$ cat src/rtl/qadd_pkg.sv
// rtl/qadd_pkg.sv - shared constants and width/bound helpers for qadd_pipe
package qadd_pkg;

    localparam logic OP_ADD = 1'b0;
    localparam logic OP_SUB = 1'b1;

    // One guard bit above the wider operand keeps a+b and a-b exact.
    function automatic int full_width(input int aw, input int bw);
        return ((aw > bw) ? aw : bw) + 1;
    endfunction

    function automatic longint bound_hi(input int ow);
        return (longint'(1) <<< (ow - 1)) - longint'(1);
    endfunction

    function automatic longint bound_lo(input int ow);
        return -(longint'(1) <<< (ow - 1));
    endfunction

endpackage

$ cat src/rtl/qadd_sat.sv
// rtl/qadd_sat.sv - combinational exact-sum to output-width converter
module qadd_sat
    import qadd_pkg::*;
#(
    parameter int FULLW    = 17,
    parameter int OWIDTH   = 17,
    parameter int SATURATE = 1
) (
    input  logic signed [FULLW-1:0]  sum_full,
    output logic signed [OWIDTH-1:0] sum_out,
    output logic                     ovf
);

    generate
        if (OWIDTH >= FULLW) begin : g_extend
            assign sum_out = OWIDTH'(sum_full);
            assign ovf     = 1'b0;
        end else begin : g_narrow
            localparam logic signed [FULLW-1:0] HI = FULLW'(bound_hi(OWIDTH));
            localparam logic signed [FULLW-1:0] LO = FULLW'(bound_lo(OWIDTH));

            logic over_hi;
            logic under_lo;

            assign over_hi = (sum_full > HI);
            assign under_lo = (sum_full < LO);
            assign ovf     = over_hi | under_lo;

            if (SATURATE != 0) begin : g_sat
                always_comb begin
                    sum_out = sum_full[OWIDTH-1:0];
                    if (over_hi) begin
                        sum_out = HI[OWIDTH-1:0];
                    end else if (under_lo) begin
                        sum_out = LO[OWIDTH-1:0];
                    end
                end
            end else begin : g_wrap
                assign sum_out = sum_full[OWIDTH-1:0];
            end
        end
    endgenerate

endmodule

$ cat src/rtl/qadd_pipe.sv
// rtl/qadd_pipe.sv - pipelined signed fixed-point add/sub with saturate/wrap
module qadd_pipe
    import qadd_pkg::*;
#(
    parameter int AWIDTH   = 16,
    parameter int BWIDTH   = 16,
    parameter int OWIDTH   = 17,
    parameter int LATENCY  = 2,
    parameter int SATURATE = 1
) (
    input  logic                     i_clk,
    input  logic                     i_rst_n,
    input  logic                     i_ce,
    input  logic                     i_valid,
    input  logic                     i_sub,
    input  logic signed [AWIDTH-1:0] i_a,
    input  logic signed [BWIDTH-1:0] i_b,
    input  logic                     i_ovf_clr,
    output logic                     o_valid,
    output logic signed [OWIDTH-1:0] o_sum,
    output logic                     o_ovf,
    output logic                     o_ovf_sticky
);

    localparam int FULLW = full_width(AWIDTH, BWIDTH);

    logic signed [FULLW-1:0]  a_ext;
    logic signed [FULLW-1:0]  b_ext;
    logic signed [FULLW-1:0]  exact_sum;
    logic signed [FULLW-1:0]  final_sum;
    logic                     final_valid;
    logic signed [OWIDTH-1:0] sat_sum;
    logic                     sat_ovf;

    assign a_ext     = FULLW'(i_a);
    assign b_ext     = FULLW'(i_b);
    assign exact_sum = (i_sub == OP_SUB) ? (a_ext - b_ext) : (a_ext + b_ext);

    // Stages before the output register carry the exact FULLW sum only.
    generate
        if (LATENCY == 1) begin : g_direct
            assign final_sum   = exact_sum;
            assign final_valid = i_valid;
        end else begin : g_pipe
            logic signed [FULLW-1:0] pipe_sum [LATENCY-1];
            logic [LATENCY-2:0]      pipe_valid;

            always_ff @(posedge i_clk) begin
                if (!i_rst_n) begin
                    pipe_valid <= '0;
                    for (int s = 0; s < LATENCY - 1; s++) begin
                        pipe_sum[s] <= '0;
                    end
                end else if (i_ce) begin
                    pipe_sum[0]   <= exact_sum;
                    pipe_valid[0] <= i_valid;
                    for (int s = 1; s < LATENCY - 1; s++) begin
                        pipe_sum[s]   <= pipe_sum[s-1];
                        pipe_valid[s] <= pipe_valid[s-1];
                    end
                end
            end

            assign final_sum   = pipe_sum[LATENCY-2];
            assign final_valid = pipe_valid[LATENCY-2];
        end
    endgenerate

    qadd_sat #(
        .FULLW    (FULLW),
        .OWIDTH   (OWIDTH),
        .SATURATE (SATURATE)
    ) u_sat (
        .sum_full (final_sum),
        .sum_out  (sat_sum),
        .ovf      (sat_ovf)
    );

    always_ff @(posedge i_clk) begin
        if (!i_rst_n) begin
            o_valid <= 1'b0;
            o_sum   <= '0;
            o_ovf   <= 1'b0;
        end else if (i_ce) begin
            o_valid <= final_valid;
            o_sum   <= sat_sum;
            o_ovf   <= final_valid & sat_ovf;
        end
    end

    // A sample leaving the output register sets the flag; set beats clear.
    always_ff @(posedge i_clk) begin
        if (!i_rst_n) begin
            o_ovf_sticky <= 1'b0;
        end else if (i_ce && o_valid && o_ovf) begin
            o_ovf_sticky <= 1'b1;
        end else if (i_ovf_clr) begin
            o_ovf_sticky <= 1'b0;
        end
    end

endmodule

$ cat config.mk
export PLATFORM = sky130hd
export DESIGN_NAME = qadd_pipe
export DESIGN_NICKNAME = d
export VERILOG_FILES = /design/src/rtl/qadd_pkg.sv /design/src/rtl/qadd_sat.sv /design/src/rtl/qadd_pipe.sv
export SDC_FILE = /design/constraint.sdc
export NUM_CORES = 1
export LEC_CHECK = 0
export ABC_AREA = 1
export BUFFER_PORTS_ARGS = -buffer_cell sky130_fd_sc_hd__buf_2
export CAP_MARGIN = 0
export CORE_MARGIN = 2
export CORE_UTILIZATION = 59
export CTS_CLUSTER_DIAMETER = 50
export DETAILED_ROUTE_END_ITERATION = 7
export HOLD_SLACK_MARGIN = 0.03
export PLACE_DENSITY = 0.83
export SYNTH_ARGS = -nofsm -noshare
export SYNTH_HDL_FRONTEND = slang
export SYNTH_SLANG_ARGS = --single-unit
export TNS_END_PERCENT = 1
$ cat constraint.sdc
create_clock -name i_clk -period 4.2 [get_ports i_clk]
set_clock_uncertainty 0.15 [all_clocks]
set_input_delay 0.21 -clock i_clk [delete_from_list [all_inputs] [get_ports i_clk]]
set_output_delay 0.21 -clock i_clk [all_outputs]
set_load 0.01 [all_outputs]
==> impl_metrics.json, run 1 <==
{
  "min_from": "i_ce",
  "end_kind": "flop",
  "path_class": "primary input to flop",
  "htree_levels": 2,
  "yosysUniqueCellTypes": 32,
  "postSynthCellCount": 381,
  "postSynthAreaPerCell_um2": 6.79,
  "slew_headroom": 0.416,
  "vias": 2429,
  "post-route-util": 0.692,
  "crit_top_cell": "nand2_1",
  "setup_tns_ps": 0,
  "synth-seq-area-share": 0.344,
  "io_buffer_count": 54,
  "synth_top_family_by_area": "simple AND/OR/NAND/NOR gates",
  "run_status": "finished, final reports clean",
  "num_rows": 24,
  "crit_arrival_ps": 2350,
  "yosysTopAreaCellShare": 0.197,
  "clockBufferDepth": 2,
  "ctsResizeCount": 0,
  "synth_simple_gate_area_frac": 0.340,
  "crit_chain": "buf_2, clkinv_1, ha_1, nand2_1, nor2_2, nand2_1, nand2_2, o21ai_2, nor2_1, xor2_1, ha_1, nand2_1, inv_1, a21oi_1, nand2_1, a21oi_1, nand2_1, nand2_1, nor2_1",
  "coreArea_mm2": 0.00429,
  "grt_setup_unrepaired": "false",
  "pwr-share-clk": 0.254,
  "p_sw_frac": 0.318,
  "drt-total-wl_um": 4890,
  "yosys.area_share.xor_xnor": 0.0474,
  "ir_drop_uv": 122,
  "power_uw": 947,
  "fin_ws_ps": 1730,
  "drive_above_1_share": 0.181,
  "finalSetupViolCount": 0,
  "synth.mux.area_fraction": 0,
  "period_needed_ps": 2470,
  "wl_per_cell_um": 10.0,
  "syn_area_mm2": 0.00259,
  "synth-seq-cells": 36,
  "nets": 491,
  "synth_ff_type": "dfxtp_1",
  "fin_crit_sh": 0.587,
  "yosys_warnings": 0,
  "final-max-slew-violation-count": 0,
  "critical-path-max-stage-delay_ps": 270,
  "crit_path_start_kind": "primary input",
  "die-area_mm2": 0.00493,
  "finalHoldViolations": 0,
  "crit_required_ps": 4080,
  "drt_first_pass_iters": 4,
  "synth_fa_ha_area_frac": 0.0900,
  "synth_edf_count": 17,
  "clock_sinks": 36,
  "synth_compound_area_frac": 0.0832,
  "num_antenna_cells": 0,
  "timing.fmax_mhz": 406,
  "p_per_area_mw_per_mm2": 319,
  "syn_to_final_growth_pct": 14.9,
  "gr-usage-all-layers": 0.213,
  "r2r_start": "g_pipe.pipe_sum[0][14]",
  "place_ws_ps": 1450,
  "antenna_found_initial": 0,
  "p_switching_uw": 301,
  "worstMarginPinSlew_ps": 875,
  "cap_violations": 0,
  "first_global_vias": 2189,
  "hold_path_class": "primary input to flop",
  "avgViaCountPerCell": 4.98,
  "drt_iter0_drc": 42,
  "synth_area_leaders": "edfxtp_1, nand2_1, dfxtp_1, ha_1, nor2_1",
  "synth_top_area_cell": "edfxtp_1",
  "grt_pass1_wl_um": 8680,
  "clk_latency_ps": 270,
  "grt-ovfl-total": 0,
  "ant_nets": 0,
  "crit_path_start": "i_b[0]",
  "leakage_nw": 1.62,
  "dp_hpwl_um": 3950,
  "crit_slowest_cell": "ha_1",
  "cts_tree": "done",
  "path_max_fanout": 4,
  "synthArstFlopShare": 0,
  "p_seq_frac": 0.436,
  "remaining_drc_errors": 0,
  "p_int_uw": 646,
  "clk_transition_reported_paths_ps": 60,
  "numCtsBuffers": 5,
  "ios": 58,
  "p_comb_frac": 0.310,
  "ctsRootBufferMaster": "clkbuf_8",
  "gp_congestion": 0.829,
  "start_util": 0.602,
  "die_h_um": 70.2,
  "grt_start_max_net_pins": 33,
  "die_w_um": 70.2
}
==> cells in the mapped netlist, types with 2 or more instances <==
library cell / number
nand2_1: 127
nor2_1: 43
inv_1: 40
nand3_1: 30
a21oi_1: 19
dfxtp_1: 19
edfxtp_1: 17
ha_1: 17
o21ai_0: 13
xor2_1: 10
inv_2: 7
xnor2_1: 4
clkbuf_1: 3
clkinv_1: 3
nand2_2: 3
nor2_2: 3
nor3_1: 3
o21ai_2: 3
buf_2: 2
buf_4: 2
o21bai_1: 2
==> final cells by class <==
type | count | area [µm²]
Multi-Input combinational cell | 287 | 1460
Fill cell | 379 | 1320
Sequential cell | 36 | 891
Timing Repair Buffer | 55 | 280
Inverter | 50 | 188
Clock buffer | 8 | 90.1
Tap cell | 52 | 65.1
==> registers in the layout, indices dropped and copies added (netlist names) <==
signal	cells
final_valid	1
g_pipe.pipe_sum	17
o_sum	17
o_valid	1
==> per-stage QoR <==
| step | hold WS (ps) | cells | cell area, µm² |
|---|---|---|---|
| after floorplan | 173 | 382 | 2590 |
| after detailed placement | 270 | 479 | 2870 |
| after CTS | 151 | 488 | 2970 |
| after global routing | 214 | 488 | 2970 |
| after global placement | 262 | 479 | 2870 |
| final | 159 | 488 | 2970 |
==> power groups by stage <==
stage	sequential, mW	combinational (mW)	clock (mW)
6_report	0.413	0.293	0.241
3_3_place_gp	0.420	0.283	0
5_1_grt	0.417	0.341	0.262
3_5_place_dp	0.421	0.291	0
4_1_cts	0.413	0.294	0.247
2_1_floorplan	0.425	0.213	0
==> critical path, delay by kind of cell <==
family / cells / cell delay (ps)
compound gates: 3 / 380
xor+xnor: 1 / 170
fa+ha+maj: 2 / 430
buf+inv: 3 / 220
simple gates: 10 / 930
==> kinds of logic after synthesis <==
logic type | Yosys count
simple gates | 214
buf+inv | 59
compound gates | 39
flops | 36
fa+ha+maj | 18
xor+xnor | 14
other cells | 1
==> placed cells by master (no fill, tap or decap) <==
| master | synthesis | final |
|---|---|---|
| and2_1 | 1 | 1 |
| nand2_1 | 127 | 127 |
| nor3b_1 | 1 | 1 |
| xnor2_1 | 4 | 4 |
| inv_1 | 40 | 40 |
| nand2_2 | 3 | 3 |
| clkbuf_8 | 1 | 6 |
| dfxtp_1 | 19 | 19 |
| or2_1 | 1 | 1 |
| fa_1 | 1 | 1 |
| edfxtp_1 | 17 | 17 |
| o21ai_2 | 3 | 3 |
| nor3_1 | 3 | 3 |
| o21bai_1 | 2 | 2 |
| nor2_1 | 43 | 43 |
| o21ai_1 | 1 | 1 |
| nor3_2 | 1 | 1 |
| a21oi_1 | 19 | 19 |
| ha_1 | 17 | 17 |
| xor2_1 | 10 | 10 |
| o21ai_0 | 13 | 13 |
| inv_2 | 7 | 7 |
| a21oi_2 | 1 | 1 |
| nand3_1 | 30 | 30 |
| nor2_2 | 3 | 3 |
| and2_4 | 1 | 1 |
| clkbuf_1 | 3 | 2 |
| clkinv_1 | 3 | 3 |
| conb_1 | 1 | 2 |
| buf_2 | 2 | 54 |
| dlygate4sd3_1 | 0 | 1 |
==> timing repair <==
action | in CTS | in global routing
hold buffers | 1 | 0
hold endpoints to repair | 1 | 0
buffers inserted | 0 | 0
==> per-layer routing <==
| metal | part of all wire | track usage |
|---|---|---|
| met5 | 0 | 0 |
| met4 | 0.013 | 0.0556 |
| met3 | 0.035 | 0.0303 |
| met2 | 0.49 | 0.400 |
| met1 | 0.47 | 0.253 |
==> worst paths after layout <==
kind	to	slack [ps]	cells after the start
setup / recovery	g_pipe.pipe_sum[0][16]	1730	19
hold / removal	o_valid	160	3
setup reg to reg	o_sum[14]	3430	2
hold reg to reg	o_sum[3]	280	2
Note: power is estimated with default switching activity, not from simulation.
==> run 2: changes to the inputs <==
- ABC_AREA: 1 -> 0
- CORE_UTILIZATION: 59 -> 54
- PLACE_DENSITY: 0.83 -> 0.77
- clock period: 4.2 -> 2.34 ns (I/O delays scaled with it)
==> run 2 against run 1 <==
Against the previous run:
- the run now ends with setup timing left
- critical path depth is 5 lower
- critical path type unchanged
- total power is 100% higher
- flip-flop and latch count unchanged
- highest routed layer unchanged
==> impl_metrics.json, run 2 <==
{
  "run_status": "complete, but fails checks",
  "violations": "setup timing",
  "ios": 58,
  "gr-usage-all-layers": 0.217,
  "synth_edf_count": 17,
  "r2r_cells": 2,
  "reg2reg_slack_ps": 1450,
  "ant_nets": 0,
  "num_antenna_cells": 0,
  "fin_ws_ps": -302,
  "yosysTopAreaCellShare": 0.208,
  "vias": 2306,
  "num_rows": 24,
  "postSynthAreaPerCell_um2": 9.24,
  "num-fill-cells": 293,
  "final_common_cell": "buf_4",
  "p_int_mw": 1.35,
  "p_comb_frac": 0.383,
  "die_h_um": 71.5,
  "synth_most_common_cell": "nor2_1",
  "period_needed_ps": 2640,
  "clk_transition_reported_paths_ps": 70,
  "remaining_drc_errors": 0,
  "path_max_fanout": 5,
  "final-max-slew-violation-count": 0,
  "crit_arrival_ps": 2640,
  "synth_top_area_cell": "edfxtp_1",
  "drt-total-wl_um": 5450,
  "leakage_nw": 1.58,
  "htree_levels": 2,
  "worstMarginPinSlew_ps": 768,
  "p_seq_frac": 0.390,
  "synth-seq-area-share": 0.363,
  "cap_violations": 0,
  "timing.fmax_mhz": 378,
  "r2r_start": "g_pipe.pipe_sum[0][10]",
  "synthArstFlopShare": 0,
  "drive_above_1_share": 0.386,
  "start_util": 0.561,
  "top_regs": "g_pipe.pipe_sum (17), o_sum (17)",
  "synth-seq-cells": 36,
  "drt_iter0_drc": 69,
  "ir_drop_uv": 295,
  "grt_setup_unrepaired": "true",
  "hold_path_class": "primary input to flop",
  "antenna_found_initial": 0,
  "clockBufferDepth": 2,
  "yosysUniqueCellTypes": 42,
  "place_area_mm2": 0.00322,
  "crit_path_start": "i_b[0]",
  "first_global_vias": 2140,
  "gp_congestion": 0.811,
  "dp_hpwl_um": 4220,
  "end_kind": "flop",
  "clock_sinks": 36,
  "path_class": "primary input to flop",
  "crit_path_start_kind": "primary input",
  "finalSetupViolCount": 8,
  "die_w_um": 71.5,
  "r2r-end": "o_sum[10]",
  "p_switching_uw": 591,
  "grt_pass1_wl_um": 9000,
  "clk_latency_ps": 280,
  "slew_headroom": 0.488,
  "postSynthCellCount": 266,
  "io_buffer_count": 54,
  "yosys_warnings": 0,
  "cts_tree": "done",
  "p_sw_frac": 0.305,
  "p_per_area_mw_per_mm2": 567,
  "crit_required_ps": 2340,
  "pwr-share-clk": 0.227,
  "syn_area_mm2": 0.00246,
  "wl_per_cell_um": 12.7,
  "nets": 433,
  "numCtsBuffers": 5,
  "finalHoldViolations": 0,
  "synth_common_cells": "nor2_1, a21oi_1, mux2i_1, nor2b_1, xnor2_1",
  "synth_area_leaders": "edfxtp_1, dfxtp_1, ha_1, mux2i_1, xnor2_1",
  "final_cell_mix": "buf_4, buf_2, nor2_1",
  "syn_to_final_growth_pct": 39.1,
  "critPathCapture": "g_pipe.pipe_sum[0][13]",
  "die-area_mm2": 0.00511,
  "drt_first_pass_iters": 4,
  "grt_start_max_net_pins": 25,
  "fin_crit_sh": 1.13,
  "ctsRootBufferMaster": "clkbuf_8",
  "avgViaCountPerCell": 5.36,
  "synth_ff_type": "dfxtp_1",
  "place_ws_ps": -703,
  "postLayoutCellArea_mm2": 0.00342,
  "coreArea_mm2": 0.00438,
  "grt-ovfl-total": 0
}
==> run 2: cell count changes in the layout (fill, tap and decap cells not counted), sizes merged, moves of 27 or more <==
| cell | change |
|---|---|
| nand2 | -118 |
| buf | +62 |
| inv | -41 |
| nand3 | -27 |
==> run 2: what timing repair did <==
item | 4_1_cts | 5_1_grt
hold buffers | 1 | 0
pin swaps | 3 | 9
endpoints found under the setup margin | 8 | 11
buffers inserted | 3 | 0
resized for setup | 15 | 4
hold endpoints to repair | 1 | 0
==> run 2: area by class of cell <==
type	count	area, µm²	area share
multi-input cells	211	1590	0.464
flip-flops and latches	36	891	0.261
repair buffers	117	758	0.222
clock buffers	6	82.6	0.0242
well taps	52	65.1	0.0190
inverters	6	25.0	0.00732
clock inverters	2	10.0	0.00293
==> run 2: logic make-up after synthesis <==
family,share of synthesized area
multiplexers,0.0815
buffers and inverters,0.0336
XOR/XNOR,0.0993
flip-flops,0.363
adder cells (fa/ha/maj),0.0947
AND/OR/NAND/NOR,0.192
other,0.00153
AO/OA/AOI/OAI,0.135
==> run 2: per-layer routing <==
metal  part of all wire  GRT usage
met5                  0          0
met2               0.50      0.391
met3              0.048     0.0295
met1               0.44      0.265
met4              0.018     0.0734
==> run 2: worst min-delay path by stage <==
stage | slack (ps) | cells after the start | to | start
after detailed placement | 250 | 3 | final_valid | i_valid
after floorplan | 140 | 2 | final_valid | i_valid
final | 110 | 2 | o_sum[15] | i_rst_n
after CTS | 100 | 2 | o_sum[13] | i_rst_n
after global placement | 230 | 3 | final_valid | i_valid
after global routing | 120 | 2 | o_sum[11] | i_rst_n
==> run 2: worst max-delay path: stages <==
cell and delay (ps):
buf_6 100, inv_4 40, ha_4 130, or4b_4 520
nor2_2 100, nor2_1 50, xnor2_1 120, ha_1 330
buf_4 130, nand2_1 70, nor2_2 160, a41oi_2 140
or4_1 510, nand3b_1 110
==> run 2: per-stage QoR <==
stage          std cells  hold slack (ps)  power, mW  TNS, ps   util
5_1_grt              430              118       2.04    -2810  0.780
3_3_place_gp         418              230       1.44    -4570  0.734
4_1_cts              430              104       1.94    -1260  0.775
3_5_place_dp         418              248       1.47    -5240  0.734
2_1_floorplan        267              136       1.17    -2590      -
6_report             430              107       1.94    -1580  0.780
==> run 2: power groups by stage <==
stage,clock (mW),sequential (mW),combinational (mW)
finish,0.441,0.755,0.741
global route,0.471,0.762,0.811
CTS,0.452,0.756,0.731
detailed placement,0,0.769,0.696
global placement,0,0.764,0.677
floorplan,0,0.773,0.401
